File: config.mk
export PLATFORM = sky130hd
export DESIGN_NAME = spi_master_ctrl
export DESIGN_NICKNAME = d
export VERILOG_FILES = /design/src/rtl/spi_pkg.sv /design/src/rtl/spi_master_shifter.sv /design/src/rtl/spi_master_ctrl.sv
export SDC_FILE = /design/constraint.sdc
export NUM_CORES = 1
export LEC_CHECK = 0
export BUFFER_PORTS_ARGS = -buffer_cell sky130_fd_sc_hd__buf_2
export CAP_MARGIN = 20
export CORE_MARGIN = 3
export CORE_UTILIZATION = 39
export DETAILED_ROUTE_END_ITERATION = 10
export SLEW_MARGIN = 30
export SYNTH_ARGS = -nofsm -noshare
export SYNTH_HDL_FRONTEND = slang
export SYNTH_SLANG_ARGS = --single-unit
File: constraint.sdc
create_clock -name i_clk -period 2.5 [get_ports i_clk]
set_input_delay 0.125 -clock i_clk [delete_from_list [all_inputs] [get_ports i_clk]]
set_output_delay 0.125 -clock i_clk [all_outputs]
set_load 0.01 [all_outputs]
File: src/rtl/spi_pkg.sv
`default_nettype none
// ============================================================================
//  Module      : spi_pkg
//  Description : Shared constants for the SPI register-access master:
//                command opcodes and controller state encoding.
//  Revision    : 1.0 - initial release
// ============================================================================
package spi_pkg;

    // Command opcodes sent in the first byte of every transaction
    localparam logic [7:0] CMD_WRITE   = 8'h02;
    localparam logic [7:0] CMD_READ    = 8'h03;

    // Controller state encoding
    localparam logic [2:0] c_ST_IDLE  = 3'd0;
    localparam logic [2:0] c_ST_SETUP = 3'd1;
    localparam logic [2:0] c_ST_CMD   = 3'd2;
    localparam logic [2:0] c_ST_ADDR  = 3'd3;
    localparam logic [2:0] c_ST_DATA  = 3'd4;
    localparam logic [2:0] c_ST_HOLD  = 3'd5;
    localparam logic [2:0] c_ST_GAP   = 3'd6;

endpackage
`default_nettype wire

File: src/rtl/spi_master_shifter.sv
`default_nettype none
// ============================================================================
//  Module      : spi_master_shifter
//  Description : SPI mode-0 bit engine. Divides the system clock into SCLK
//                half-periods, shifts one byte out MSB first, samples MISO on
//                each SCLK rise and flags the final edge of the byte.
//  Revision    : 1.0 - initial release
// ============================================================================
module spi_master_shifter #(
    parameter int unsigned DATA_WIDTH = 8,
    parameter int unsigned CLK_DIV    = 2
) (
    input  logic                  i_clk,
    input  logic                  i_rst,
    input  logic                  i_load,
    input  logic                  i_stop,
    input  logic [DATA_WIDTH-1:0] i_data,
    input  logic                  i_miso,
    output logic                  o_sclk,
    output logic                  o_mosi,
    output logic [DATA_WIDTH-1:0] o_rx_data,
    output logic                  o_rx_done,
    output logic                  o_byte_end
);

    localparam int unsigned          c_BIT_W    = (DATA_WIDTH > 1) ? $clog2(DATA_WIDTH) : 1;
    localparam logic [c_BIT_W-1:0]   c_LAST_BIT = c_BIT_W'(DATA_WIDTH - 1);
    localparam logic [7:0]           c_DIV_LAST = 8'(CLK_DIV - 1);

    logic                  r_active;
    logic                  r_phase;      // 0: SCLK low half, 1: SCLK high half
    logic [7:0]            r_div_cnt;
    logic [c_BIT_W-1:0]    r_bit_cnt;
    logic [DATA_WIDTH-1:0] r_tx;
    logic [DATA_WIDTH-1:0] r_rx;
    logic                  r_sclk;
    logic                  r_mosi;
    logic                  r_rx_done;

    logic w_div_end;
    logic w_last_bit;

    assign w_div_end  = (r_div_cnt == c_DIV_LAST);
    assign w_last_bit = (r_bit_cnt == c_LAST_BIT);

    // The final high half-period ends this cycle; the next byte may load on
    // the same edge so consecutive bytes have no dead cycles between them.
    assign o_byte_end = r_active & r_phase & w_div_end & w_last_bit;

    assign o_sclk    = r_sclk;
    assign o_mosi    = r_mosi;
    assign o_rx_data = r_rx;
    assign o_rx_done = r_rx_done;

    // Half-period divider, bit sequencing, MOSI shift-out and MISO sampling
    always_ff @(posedge i_clk) begin
        if (!i_rst) begin
            r_active  <= 1'b0;
            r_phase   <= 1'b0;
            r_div_cnt <= '0;
            r_bit_cnt <= '0;
            r_tx      <= '0;
            r_rx      <= '0;
            r_sclk    <= 1'b0;
            r_mosi    <= 1'b0;
            r_rx_done <= 1'b0;
        end else begin
            r_rx_done <= 1'b0;
            if (i_stop) begin
                r_active  <= 1'b0;
                r_phase   <= 1'b0;
                r_div_cnt <= '0;
                r_bit_cnt <= '0;
                r_sclk    <= 1'b0;
                r_mosi    <= 1'b0;
            end else if (i_load) begin
                r_active  <= 1'b1;
                r_phase   <= 1'b0;
                r_div_cnt <= '0;
                r_bit_cnt <= '0;
                r_sclk    <= 1'b0;
                r_mosi    <= i_data[DATA_WIDTH-1];
                r_tx      <= {i_data[DATA_WIDTH-2:0], 1'b0};
            end else if (r_active) begin
                if (!w_div_end) begin
                    r_div_cnt <= r_div_cnt + 8'd1;
                end else begin
                    r_div_cnt <= '0;
                    if (!r_phase) begin
                        // Rising SCLK: capture MISO in the same cycle
                        r_phase   <= 1'b1;
                        r_sclk    <= 1'b1;
                        r_rx      <= {r_rx[DATA_WIDTH-2:0], i_miso};
                        r_rx_done <= w_last_bit;
                    end else begin
                        // Falling SCLK: MOSI only moves while SCLK is low
                        r_phase <= 1'b0;
                        r_sclk  <= 1'b0;
                        if (w_last_bit) begin
                            // Bit counter holds at the end of the byte
                            r_active <= 1'b0;
                            r_mosi   <= 1'b0;
                        end else begin
                            r_bit_cnt <= r_bit_cnt + 1'b1;
                            r_mosi    <= r_tx[DATA_WIDTH-1];
                            r_tx      <= {r_tx[DATA_WIDTH-2:0], 1'b0};
                        end
                    end
                end
            end
        end
    end

endmodule
`default_nettype wire

File: src/rtl/spi_master_ctrl.sv
`default_nettype none
// ============================================================================
//  Module      : spi_master_ctrl
//  Description : SPI register-access master. Sequences chip select, command,
//                address and 1..16 data bytes, with abort and inter-frame gap.
//  Revision    : 1.0 - initial release
// ============================================================================
module spi_master_ctrl
    import spi_pkg::*;
#(
    parameter int unsigned DATA_WIDTH   = 8,
    parameter int unsigned ADDRESS_SIZE = 8,
    parameter int unsigned CLK_DIV      = 2
) (
    input  logic                    i_clk,
    input  logic                    i_rst,
    input  logic                    i_req_valid,
    output logic                    o_req_ready,
    input  logic                    i_req_write,
    input  logic [ADDRESS_SIZE-1:0] i_req_addr,
    input  logic [3:0]              i_req_len,
    input  logic                    i_abort,
    input  logic [DATA_WIDTH-1:0]   i_wr_data,
    output logic                    o_wr_data_pop,
    output logic [DATA_WIDTH-1:0]   o_rd_data,
    output logic                    o_rd_valid,
    output logic                    o_spi_cs,
    output logic                    o_spi_sclk,
    output logic                    o_spi_mosi,
    input  logic                    i_spi_miso,
    output logic                    o_busy,
    output logic                    o_done
);

    localparam logic [7:0] c_WAIT_LAST = 8'(CLK_DIV - 1);

    logic [2:0]              r_state;
    logic                    r_write;
    logic [ADDRESS_SIZE-1:0] r_addr;
    logic [3:0]              r_len;
    logic [3:0]              r_byte_cnt;
    logic [7:0]              r_wait_cnt;
    logic                    r_cs;
    logic                    r_done;
    logic                    r_rd_valid;
    logic [DATA_WIDTH-1:0]   r_rd_data;

    logic                    w_abort;
    logic                    w_wait_end;
    logic                    w_load;
    logic                    w_pop;
    logic [DATA_WIDTH-1:0]   w_tx_byte;
    logic                    w_byte_end;
    logic                    w_rx_done;
    logic [DATA_WIDTH-1:0]   w_rx_data;

    assign w_abort    = i_abort && (r_state != c_ST_IDLE) && (r_state != c_ST_GAP);
    assign w_wait_end = (r_wait_cnt == c_WAIT_LAST);

    assign o_req_ready   = (r_state == c_ST_IDLE);
    assign o_busy        = (r_state != c_ST_IDLE);
    assign o_spi_cs      = r_cs;
    assign o_done        = r_done;
    assign o_rd_valid    = r_rd_valid;
    assign o_rd_data     = r_rd_data;
    assign o_wr_data_pop = w_pop;

    // Select the next byte for the shifter and decide when it loads
    always_comb begin
        w_load    = 1'b0;
        w_pop     = 1'b0;
        w_tx_byte = '0;
        if (!w_abort) begin
            case (r_state)
                c_ST_SETUP: begin
                    w_load    = w_wait_end;
                    w_tx_byte = r_write ? DATA_WIDTH'(CMD_WRITE) : DATA_WIDTH'(CMD_READ);
                end
                c_ST_CMD: begin
                    w_load    = w_byte_end;
                    w_tx_byte = DATA_WIDTH'(r_addr);
                end
                c_ST_ADDR, c_ST_DATA: begin
                    w_load    = w_byte_end &&
                                ((r_state == c_ST_ADDR) || (r_byte_cnt != r_len));
                    w_pop     = w_load && r_write;
                    w_tx_byte = r_write ? i_wr_data : '0;
                end
                default: begin
                    w_load = 1'b0;
                end
            endcase
        end
    end

    spi_master_shifter #(
        .DATA_WIDTH (DATA_WIDTH),
        .CLK_DIV    (CLK_DIV)
    ) u_shifter (
        .i_clk      (i_clk),
        .i_rst      (i_rst),
        .i_load     (w_load),
        .i_stop     (w_abort),
        .i_data     (w_tx_byte),
        .i_miso     (i_spi_miso),
        .o_sclk     (o_spi_sclk),
        .o_mosi     (o_spi_mosi),
        .o_rx_data  (w_rx_data),
        .o_rx_done  (w_rx_done),
        .o_byte_end (w_byte_end)
    );

    // Transaction FSM, request capture, phase counters and status pulses
    always_ff @(posedge i_clk) begin
        if (!i_rst) begin
            r_state    <= c_ST_IDLE;
            r_write    <= 1'b0;
            r_addr     <= '0;
            r_len      <= '0;
            r_byte_cnt <= '0;
            r_wait_cnt <= '0;
            r_cs       <= 1'b1;
            r_done     <= 1'b0;
            r_rd_valid <= 1'b0;
            r_rd_data  <= '0;
        end else begin
            r_done     <= 1'b0;
            r_rd_valid <= 1'b0;
            if (w_abort) begin
                r_state    <= c_ST_GAP;
                r_cs       <= 1'b1;
                r_wait_cnt <= '0;
            end else begin
                case (r_state)
                    c_ST_IDLE: begin
                        if (i_req_valid) begin
                            r_state    <= c_ST_SETUP;
                            r_cs       <= 1'b0;
                            r_write    <= i_req_write;
                            r_addr     <= i_req_addr;
                            r_len      <= i_req_len;
                            r_byte_cnt <= '0;
                            r_wait_cnt <= '0;
                        end
                    end
                    c_ST_SETUP: begin
                        if (w_wait_end) begin
                            r_state    <= c_ST_CMD;
                            r_wait_cnt <= '0;
                        end else begin
                            r_wait_cnt <= r_wait_cnt + 8'd1;
                        end
                    end
                    c_ST_CMD: begin
                        if (w_byte_end) r_state <= c_ST_ADDR;
                    end
                    c_ST_ADDR: begin
                        if (w_byte_end) begin
                            r_state    <= c_ST_DATA;
                            r_byte_cnt <= '0;
                        end
                    end
                    c_ST_DATA: begin
                        if (w_rx_done && !r_write) begin
                            r_rd_valid <= 1'b1;
                            r_rd_data  <= w_rx_data;
                        end
                        if (w_byte_end) begin
                            if (r_byte_cnt == r_len) begin
                                // Byte counter holds; no wrap into another byte
                                r_state    <= c_ST_HOLD;
                                r_wait_cnt <= '0;
                            end else begin
                                r_byte_cnt <= r_byte_cnt + 4'd1;
                            end
                        end
                    end
                    c_ST_HOLD: begin
                        if (w_wait_end) begin
                            r_state    <= c_ST_GAP;
                            r_cs       <= 1'b1;
                            r_done     <= 1'b1;
                            r_wait_cnt <= '0;
                        end else begin
                            r_wait_cnt <= r_wait_cnt + 8'd1;
                        end
                    end
                    c_ST_GAP: begin
                        if (w_wait_end) begin
                            r_state    <= c_ST_IDLE;
                            r_wait_cnt <= '0;
                        end else begin
                            r_wait_cnt <= r_wait_cnt + 8'd1;
                        end
                    end
                    default: begin
                        r_state <= c_ST_IDLE;
                        r_cs    <= 1'b1;
                    end
                endcase
            end
        end
    end

endmodule
`default_nettype wire

### Word-level counts from Yosys, hierarchy flattened

Index checks and enable logic that the tools add are counted.

| storage, ports and cells | value |
|---|---|
| output and inout bits | 16 |
| bits of input ports | 26 |
| logic and storage cells | 149 |
| register bits | 70 |

| cells by class | value |
|---|---|
| reduce and logical (&&, ||, !) cells | 34 |
| eq/ne operators | 30 |
| multiplexer cells | 49 |
| add/subtract/negate cells | 4 |
| bitwise operators | 13 |

Operators by type and width:

| kind | number |
|---|---|
| $mux 8 | 11 |
| $pmux 8 s3 | 2 |
| $mux 3 | 9 |
| $ne 3x2->1 const B | 8 |
| $pmux 3 s7 | 1 |
| $mux 1 | 19 |
| $ne 2x2->1 const B | 9 |
| $add 8x1->8 const B | 2 |
| $eq 8x1->1 const B | 2 |
| $mux 4 | 4 |
| $reduce_and 8->1 | 2 |
| $eq 3x3->1 const B | 4 |
| $pmux 4 s3 | 1 |
| $reduce_and 3->1 | 4 |
| $reduce_or 3->1 | 4 |
| $not 1->1 | 10 |
| $reduce_and 5->1 | 2 |
| $reduce_bool 3->1 | 3 |
| $reduce_and 4->1 | 2 |
| $eq 3x2->1 const B | 2 |
| $pmux 1 s3 | 2 |
| $reduce_and 6->1 | 1 |
| $reduce_bool 2->1 | 3 |
| $reduce_or 6->1 | 1 |
| other kinds (15) | 22 |

### Depth between registers and ports, before layout

| depth | value |
|---|---|
| word-level depth | 8 |
| mapped depth | 10 |
| mapped depth without buffers | 7 |

### Modules after synthesis

From an unflattened synthesis, not the netlist that was laid out.

| second synthesis, totals | value |
|---|---|
| cells, all modules | 416 |
| area total of the unflattened synthesis | 3534.6 µm² |

By module, submodules not included:

| module | cells each | instances | sequential area each (µm²) | area each (µm²) |
|---|---|---|---|---|
| spi_master_ctrl | 262 | 1 | 780.7 | 2107.0 |
| spi_master_shifter | 154 | 1 | 600.6 | 1427.6 |

### Least setup slack after synthesis

OpenSTA, ideal clock, no wires.

| path | value |
|---|---|
| path type | register to register |
| start point | reg r_wait_cnt[0] |
| end point | reg u_shifter.r_tx[6] |
| slack | 305 ps |
| buffers on the path | 3 |
| cell stages (with the launch flop) | 10 |
| arrival time | 2078 ps |
| setup time | 117 ps |
| clock period less this slack | 2195 ps |
| cell sequence | dfxtp_1 ha_1 or4b_1 buf_2 or3_4 buf_6 and4_1 clkbuf_1 a32oi_1 nand2_1 |

| between the ends | value |
|---|---|
| cells in the longest elaborated chain, start to end | 5 |
| elaborated cells on any way between the ends | 9 |
| those cells by class | eq/ne (2); mux (3); reduce/logical (4) |

Ends and longest elaborated chain:

| element | line | text |
|---|---|---|
| start, declared | spi_master_ctrl.sv:42 | `logic [7:0] r_wait_cnt;` |
| start signal, assigned | spi_master_ctrl.sv:151 | `r_wait_cnt <= r_wait_cnt + 8'd1;` |
| start signal, assigned | spi_master_ctrl.sv:185 | `r_wait_cnt <= r_wait_cnt + 8'd1;` |
| start signal, assigned | spi_master_ctrl.sv:193 | `r_wait_cnt <= r_wait_cnt + 8'd1;` |
| $eq 8x1->1 * | spi_master_ctrl.sv:58 | `assign w_wait_end = (r_wait_cnt == c_WAIT_LAST);` |
| $pmux 1 s3 * | spi_master_ctrl.sv:74 | `case (r_state)` |
| $mux 1 * | spi_master_ctrl.sv:73 | `if (!w_abort) begin` |
| $ne 2x1->1 (no line) or $reduce_bool 2->1 (tied branches) | n/a |  |
| $reduce_and 5->1 (no line) | n/a |  |
| end signal, assigned | spi_master_shifter.sv:83 | `r_tx <= {i_data[DATA_WIDTH-2:0], 1'b0};` |
| end signal, assigned | spi_master_shifter.sv:106 | `r_tx <= {r_tx[DATA_WIDTH-2:0], 1'b0};` |
| end, declared | spi_master_shifter.sv:34 | `logic [DATA_WIDTH-1:0] r_tx;` |

Every way passes the cells marked *; elsewhere a longest branch is shown, timed or not.
A chain may end at the register's enable or synchronous reset.

### Worst setup path after layout

| path | value |
|---|---|
| start point | reg u_shifter.r_div_cnt[0] |
| end point | reg u_shifter.r_rx[2] (netlist: u_shifter.o_rx_data[2]) |

| between the ends | value |
|---|---|
| cells in the longest elaborated chain, start to end | 8 |

Ends and longest elaborated chain:

| element | line | text |
|---|---|---|
| start, declared | spi_master_shifter.sv:32 | `logic [7:0] r_div_cnt;` |
| start signal, assigned | spi_master_shifter.sv:86 | `r_div_cnt <= r_div_cnt + 8'd1;` |
| $eq 8x1->1 * | spi_master_shifter.sv:43 | `assign w_div_end = (r_div_cnt == c_DIV_LAST);` |
| $and 1x1->1 (2 in a row) | spi_master_shifter.sv:48 | `assign o_byte_end = r_active & r_phase & w_div_end & w_last_bit;` |
| $logic_and 1x1->1 | spi_master_ctrl.sv:84 | `w_load = w_byte_end &&` |
| $pmux 1 s3 | spi_master_ctrl.sv:74 |  |
| $mux 1 | spi_master_ctrl.sv:73 |  |
| $not 1->1 (no line) | n/a |  |
| $reduce_and 5->1 (no line) * | n/a |  |
| end signal, assigned | spi_master_shifter.sv:93 | `r_rx <= {r_rx[DATA_WIDTH-2:0], i_miso};` |
| end, declared | spi_master_shifter.sv:35 | `logic [DATA_WIDTH-1:0] r_rx;` |

Marked as above.

==> metrics <==
status=complete, no violations; root buf cell=clkbuf_8; Reg2Reg Capture Point=u_shifter.o_rx_data[2]; ant diodes=0; max-cap violations=0; CP top delay family=simple AND/OR/NAND/NOR gates; Initial DRC Count=138; dpl cells=544; Tcrit/Tclk final=0.9250; Layout Cells excl Fill=570; Slew @ Worst Pin=0.5286 ns; CTS clk-pin slew, worst paths=0.09 ns; Clk Latency, worst-skew pair=0.35 ns; PnR worst setup slack=0.1874 ns; die height=99.57 um; Post-synth top flop=dfxtp_1; RSZ-0062 raised after global routing=false; core area=8341 um2; initial antenna violation count=0; Max Slew Vio Count=0; row count=33; DIE AREA=9914 um2; Synth Cell Area=3415 um2; commonest non-fill, non-tap cell in the layout=dfxtp_1; critical-path maximum fanout=8; Synth Instances=404; R2R setup slack=0.19 ns; die width=99.57 um; met3 usage=0.04909; CP Cell Sequence=ha_1, or4b_1, nor4_2, nand3_2, mux2i_1, nor2_1; worst vdd ir=0.3891 mV; gp weighted congestion=0.8632; clk sinks=69; Seq/Total Area, Yosys=0.4045; layout cells sized above 1=0.1871; CTS H-tree depth=3; Post-DRT Antenna Nets=0; routed vias/inst=5.389; final hold violations=0; top post-synthesis cells by area=dfxtp_1 (40%), nand2_1 (6.6%), mux2i_1 (5.9%); Initial Util=0.4094; # setup viols final=0; Hold EP=r_len[2]; Setup Skew=0.01284 ns; P&R area growth vs syn=20.15%; Arr. time, crit path=2.55 ns; worst-case reg-to-reg path depth=6; routed wire length=8.090 mm; TritonCTS Buffers=9; power density cells=764.3 nW/um2; pre-CTS WS=0.08598 ns; TritonRoute pass-1 iters=4; worst path buffer plus inverter count=0; CP Capture Type=flop; GRT Total Usage=0.1719; EDFF count, synth=0; Congestion Overflow GR=0; Netlist cell types=58; Mapped Nets=437; DRC=0; Synth async-reset ratio=0; vias in the first global route=2885; slowest stage cell, crit path=or4b_1; most frequent cells in the layout=dfxtp_1 (69), nand2_1 (60), nor2_1 (42), buf_2 (41), a21oi_1 (26); top-level I/O count=42; Most Used Layer, Global Route=met2; Slew HR=0.6449; yosys warns=0; TNS Setup=0 ns; routed len/inst=14.19 um; CTS tree=built; area leader, netlist=dfxtp_1; Reg-to-Reg Start=u_shifter.r_div_cnt[0]; Max Clk Rate=432.4 MHz; Final Critical Period=2.313 ns; Hold Crit Class=in2reg; Leakage=1.685 nW; largest net degree at the start of global routing=36; synthesized flop and latch total=69; hold depth=3; met1 Resource Use GR=0.2253; Fillers=834; final net count=493; critical path required time=2.74 ns; GR Util met2=0.2738; delay of the slowest critical-path stage=0.57 ns; kind of start point of the critical path=flop; CTS Buffer Depth=2; first-pass GRT wire length=13.82 mm; critical path class=reg2reg; PortBufs=41; syn_area_per_cell=8.452 um2; detailed placement HPWL=5.818 mm; Synth top area share=0.4045; hold path startpoint=i_req_len[2]; CP Launch Point=u_shifter.r_div_cnt[0]; total number of vias=3072
==> sequential cells by signal (all words and copies together), names as in the netlist, 3 cells and up <==
name,flops
o_rd_data,8
r_addr,8
r_byte_cnt,4
r_len,4
r_state,3
r_wait_cnt,8
u_shifter.o_rx_data,8
u_shifter.r_bit_cnt,3
u_shifter.r_div_cnt,8
u_shifter.r_tx,7
==> worst max path at each step <==
stage | cells after the start | endpoint
CTS | 6 | u_shifter.o_rx_data[2]
finish | 6 | u_shifter.o_rx_data[2]
detailed placement | 6 | u_shifter.o_rx_data[2]
global route | 6 | u_shifter.o_rx_data[6]
floorplan | 9 | u_shifter.r_tx[6]
global placement | 6 | u_shifter.o_rx_data[7]
==> Yosys cell counts (all sizes together), types with 4 or more instances <==
master,count
dfxtp,69
nand2,60
nor2,42
a21oi,26
nand3,21
mux2i,20
clkbuf,18
a32oi,12
o21ai,12
inv,8
o22ai,8
ha,7
xnor2,7
a211oi,6
buf,6
nor3,6
o21a,6
xor2,6
a31oi,5
and3,5
nor2b,5
nor4,5
or3,5
nand4,4
==> tightest hold or removal path: stages <==
cell     delay [ns]
buf_2          0.09
nand2_1        0.05
a21oi_1        0.05
==> logic make-up (layout without fill, tap and decap cells) <==
kind of cell / Yosys count / in the layout / share of synthesized area
AO/OA/AOI/OAI: 95 / 95 / 0.1997
XOR/XNOR: 13 / 13 / 0.03335
adder cells (fa/ha/maj): 7 / 7 / 0.02565
buffers and inverters: 33 / 94 / 0.03994
flip-flops: 69 / 69 / 0.4045
multiplexers: 20 / 20 / 0.05863
AND/OR/NAND/NOR: 167 / 167 / 0.2382
==> timing repair <==
action	in CTS	in global routing
gates resized for setup	0	1
buffers inserted	0	0
hold buffers	10	0
setup endpoints to repair	0	8
endpoints found under the hold margin	10	0
==> metrics by stage <==
step / util / power, W / hold WS, ns / cell area (um2)
finish: 0.4919 / 0.003136 / 0.01399 / 4103
global route: 0.4919 / 0.003333 / 0.008795 / 4103
CTS: 0.4911 / 0.003168 / 0.001024 / 4096
detailed placement: 0.4536 / 0.002175 / 0.3642 / 3784
global placement: 0.4536 / 0.002159 / 0.3640 / 3784
floorplan: - / 0.001912 / 0.2610 / 3415
==> layer usage <==
| layer | vias up | part of all wire |
|---|---|---|
| met5 | - | 0 |
| met4 | 0 | 0.011 |
| met3 | 7 | 0.045 |
| met2 | 81 | 0.48 |
| met1 | 1418 | 0.47 |
| li1 | 1566 | - |
==> power by group <==
part	internal, W	switching (W)
combinational	0.000349	0.000581
clock	0.000486	0.000485
sequential	0.00117	0.0000633
==> area by class of cell <==
class / count / area (um2) / area share
well taps: 105 / 131.4 / 0.03202
inverters: 9 / 33.78 / 0.008234
clock buffers: 9 / 123.9 / 0.03019
multi-input cells: 302 / 1903 / 0.4639
flip-flops and latches: 69 / 1381 / 0.3367
clock inverters: 7 / 88.84 / 0.02165
repair buffers: 69 / 440.4 / 0.1073
No activity file was read; power rests on OpenSTA's default activity.
